[config.mk]
export PLATFORM = sky130hd
export DESIGN_NAME = regfile_param
export DESIGN_NICKNAME = d
export VERILOG_FILES = /design/src/rtl/regfile_param.sv
export SDC_FILE = /design/constraint.sdc
export NUM_CORES = 2
export LEC_CHECK = 0
export CAP_MARGIN = 20
export CORE_ASPECT_RATIO = 1.5
export CORE_UTILIZATION = 30
export CTS_CLUSTER_DIAMETER = 80
export DETAILED_ROUTE_END_ITERATION = 10
export PLACE_DENSITY = 0.5
export RECOVER_POWER = 100
export SETUP_SLACK_MARGIN = 0.5
export SYNTH_ARGS = -nofsm -noshare
export SYNTH_HDL_FRONTEND = slang
export SYNTH_SLANG_ARGS = --single-unit
[constraint.sdc]
create_clock -name clk -period 14.76 [get_ports clk]
set_input_delay 2.214 -clock clk [delete_from_list [all_inputs] [get_ports clk]]
set_output_delay 2.214 -clock clk [all_outputs]
set_load 0.01 [all_outputs]
[src/rtl/regfile_param.sv]
// Parametrised register file: two combinational read ports, one synchronous write
// port, a hard-wired zero register, and a post-reset sequencer that initialises
// one entry per cycle before raising ready.
//
// Ports:
//   clk            clock; all state updates on posedge
//   reset          synchronous, active-low reset
//   we3/wa3/wd3    write enable / address / data (honoured only in RUN)
//   ra1/ra2        read addresses
//   rd1/rd2        combinational read data (0 while not ready or at ZR_IDX)
//   ready          high once every entry has been initialised
//
// Optional build macro REGFILE_BYPASS_EN: same-cycle write-through forwarding
// from the write port to both read ports.

module regfile_param #(
  parameter int N          = 64,
  parameter int DEPTH      = 32,
  parameter int ZR_IDX     = DEPTH - 1,
  parameter int INIT_INDEX = 1,
  localparam int AW        = $clog2(DEPTH)
) (
  input  logic          clk,
  input  logic          reset,
  input  logic          we3,
  input  logic [AW-1:0] wa3,
  input  logic [N-1:0]  wd3,
  input  logic [AW-1:0] ra1,
  input  logic [AW-1:0] ra2,
  output logic [N-1:0]  rd1,
  output logic [N-1:0]  rd2,
  output logic          ready
);

  localparam logic [0:0] ST_INIT = 1'b0;
  localparam logic [0:0] ST_RUN  = 1'b1;

  localparam logic [AW-1:0] ZR   = AW'(ZR_IDX);
  localparam logic [AW-1:0] LAST = AW'(DEPTH - 1);

  logic [0:0]    state;
  logic [AW-1:0] init_cnt;
  logic [N-1:0]  init_val;
  logic [N-1:0]  rf [DEPTH];

  // Value written by the sequencer for the current entry. The counter is
  // zero-extended (or truncated when N < AW) to the data width.
  always_comb begin
    init_val = '0;
    if (INIT_INDEX == 1 && init_cnt != ZR) begin
      init_val = N'(init_cnt);
    end
  end

  // Control: the last init write, the move to RUN and the rise of ready all
  // happen on the same edge, so INIT lasts exactly DEPTH cycles.
  always_ff @(posedge clk) begin
    if (!reset) begin
      state    <= ST_INIT;
      init_cnt <= '0;
      ready    <= 1'b0;
    end else if (state == ST_INIT) begin
      init_cnt <= init_cnt + AW'(1);
      if (init_cnt == LAST) begin
        state <= ST_RUN;
        ready <= 1'b1;
      end
    end
  end

  // Storage: no array write while reset is asserted; the user write port is
  // ignored during INIT and writes to the zero register are dropped.
  always_ff @(posedge clk) begin
    if (reset) begin
      if (state == ST_INIT) begin
        rf[init_cnt] <= init_val;
      end else if (we3 && wa3 != ZR) begin
        rf[wa3] <= wd3;
      end
    end
  end

  // Read port 1. ready is only ever high in RUN, so it alone gates forwarding.
  always_comb begin
    rd1 = '0;
    if (ready && ra1 != ZR) begin
      rd1 = rf[ra1];
`ifdef REGFILE_BYPASS_EN
      if (we3 && wa3 == ra1) begin
        rd1 = wd3;
      end
`endif
    end
  end

  // Read port 2, identical to port 1.
  always_comb begin
    rd2 = '0;
    if (ready && ra2 != ZR) begin
      rd2 = rf[ra2];
`ifdef REGFILE_BYPASS_EN
      if (we3 && wa3 == ra2) begin
        rd2 = wd3;
      end
`endif
    end
  end

endmodule

==> reports/metrics.csv <==
stage;metric;value;unit
setup_path;endpoint_kind;register;
timing;hold_violations;0;
clocking;root_buffer;clkbuf_16;
clocking;clock_sinks;2055;
yosys;seq_area_frac_synth;0.650;
die;ioPinCount;211;
timing;fin_crit;12.14;ns
final_layout;fillerInstances;29500;
final_layout;syn2layout_area_growth;13.5;%
timing;slew_violations;1680;
drt;via_count;53600;
status;status;finished with violations;
status;violations;max-capacitance violations, max-slew violations;
clocking;numCtsBuffers;200;
yosys;synth.distinct_cells;53;
placement;dpl_cell_area;0.102;mm2
yosys;synth_ff_type;edfxtp_1;
setup_path;critical_path_class;input port to register;
flow_run;cap_violations;69;
die;rows;252;
setup_path;cp.arrival;12.61;ns
drt;drt-pass1-iter-count;5;
placement;dp_slack;5.30;ns
clocking;cts_buffer_depth;4;
timing;worst_pin_slew;7.32;ns
final_layout;fin_area;0.108;mm2
yosys;synth_edf_count;2048;
setup_path;crit_required;15.23;ns
global_route;first_global_vias;56700;
drt;wl_per_cell;35.8;um
yosys;syn_inst;4866;
setup_path;r2r_cells;7;
timing;rsz0062_at_grt;false;
timing;finClkSkew;0.0373;ns
timing;slew_headroom;-3.88;
placement;port_buffers;210;
clocking;cts-resized-gates;0;
clocking;clk_pin_slew;0.07;ns
timing;setup_viol;0;
yosys;synth_warnings;0;
clocking;cts_hold_buf;0;
global_route;grt_pass1_wl;462000;um
timing;fin_crit_sh;0.823;
yosys;synth_async_sr_flop_share;0;
clocking;cts_tree;built;
final_layout;final_cell_mix;2,048 x edfxtp_1, 874 x mux4_2, 493 x mux2i_1;
yosys;syn_area_per_cell;19.5;um2
global_route;grt_max_degree;130;
clocking;cts-htree-levels;4;
setup_path;cp_max_fo;40;
placement;dp_hpwl;184000;um
final_layout;drive_gt1_frac;0.245;
setup_path;cp-start-kind;input port;
pwr;peakVddDrop;0.0793;mV
timing;finalWorstSetupSlack;2.62;ns
global_route;grtUsageTotal;0.208;
die;die_width;461;um
drt;ant_nets;0;
pwr;p_per_area;112;mW/mm2
drt;drt_iter0_drc;4910;
drt;vias_per_cell;5.70;
hold_path;hold_class;register to register;
die;chipHeight;691;um
placement;place.gp.congestion;0.780;
timing;max_freq;82.4;MHz
drt;drt_wl_total;337000;um
clocking;worstSkewPairLatency;0.87;ns
global_route;overflow;0;
die;start_util;0.302;
clocking;post_cts_buffers;0;
die;dieArea;0.318;mm2
yosys;netlist_area;0.0949;mm2
final_layout;final_common_cell;edfxtp_1;
pwr;leakagePower;31.1;nW
timing;setup_tns;0;ns
hold_path;hold_depth;2;
pwr;power.total;0.0121;W
drt;drc_errors;0;
yosys;synth-seq-cells;2055;
final_layout;final_util;0.342;
die;core_area;0.314;mm2
yosys;synth.net_count;4951;
global_route;antenna_found_initial;28;
final_layout;nets;5137;
-- final timing paths --
kind	from	to	slack, ns
max	reset	rf[6][55]	2.62
max reg2reg	state	rf[6][55]	4.10
min reg2reg	init_cnt[1]	init_cnt[1]	0.59
min	init_cnt[1]	init_cnt[1]	0.59
-- power by group --
part | total (W) | switching [W] | internal (W)
sequential | 0.00639 | 0.0000169 | 0.00638
clock | 0.00494 | 0.00225 | 0.00268
combinational | 0.000753 | 0.000448 | 0.000305
total | 0.0121 | 0.00272 | 0.00936
-- sequential cells by signal (all words and copies together), names as in the netlist --
name / cells
rf: 2048
init_cnt: 5
ready: 1
state: 1
-- metrics by stage --
step	hold slack, ns	std cells
after floorplan	0.530	4866
after global placement	0.571	9031
after detailed placement	0.571	9032
after CTS	0.589	9380
after global routing	0.602	9397
final	0.587	9405
-- critical path: stages --
cell and delay [ns]:
dlygate4sd3_1 0.57, clkinv_1 0.25, a311oi_1 0.40, clkbuf_1 2.57
a31oi_1 0.72, nor2_1 1.87, clkbuf_1 2.76, buf_4 1.05
-- layer usage --
metal | global-route usage | routed length, um
met5 | 0 | 53
met4 | 0.0692 | 12600
met3 | 0.0236 | 17700
met2 | 0.373 | 176000
met1 | 0.259 | 131000
-- synthesized netlist by cell type, types with 23 or more instances --
library cell  count  area share
a211oi_1         85      0.0067
nor2b_1          23      0.0015
nand2_1         161      0.0064
o22ai_1          95      0.0063
o22a_1           39      0.0036
mux4_2          874        0.21
a21oi_1          73      0.0039
clkbuf_1        186      0.0074
nor2_1           65      0.0026
and2_1           59      0.0039
buf_4            31      0.0025
mux2i_1         493       0.052
edfxtp_1       2048        0.65
buf_2           135      0.0071
buf_1            26      0.0010
mux2_2           25      0.0030
and3_1           72      0.0047
o221ai_1        105      0.0097
a22oi_1         127       0.010
-- kinds of logic (layout without fill, tap and decap cells) --
kind of cell,Yosys count,in the layout,share of synthesized area
xor+xnor,3,3,0.000277
compound gates,573,573,0.0441
mux,1392,1392,0.262
buf+inv,396,728,0.0197
fa+ha+maj,3,3,0.000396
flops,2055,2055,0.650
other cells,0,16,0
simple gates,444,444,0.0232
-- layout make-up --
class | count | area, um2 | share of cell area
Clock buffer | 267 | 5370 | 0.0499
Timing Repair Buffer | 374 | 3310 | 0.0307
Multi-Input combinational cell | 2415 | 31400 | 0.292
Sequential cell | 2055 | 61600 | 0.573
Inverter | 6 | 22.5 | 0.000209
Clock inverter | 81 | 601 | 0.00558
Tap cell | 4191 | 5240 | 0.0487
Antenna cell | 16 | 40.0 | 0.000372
Power figures use the tool's default switching activity.
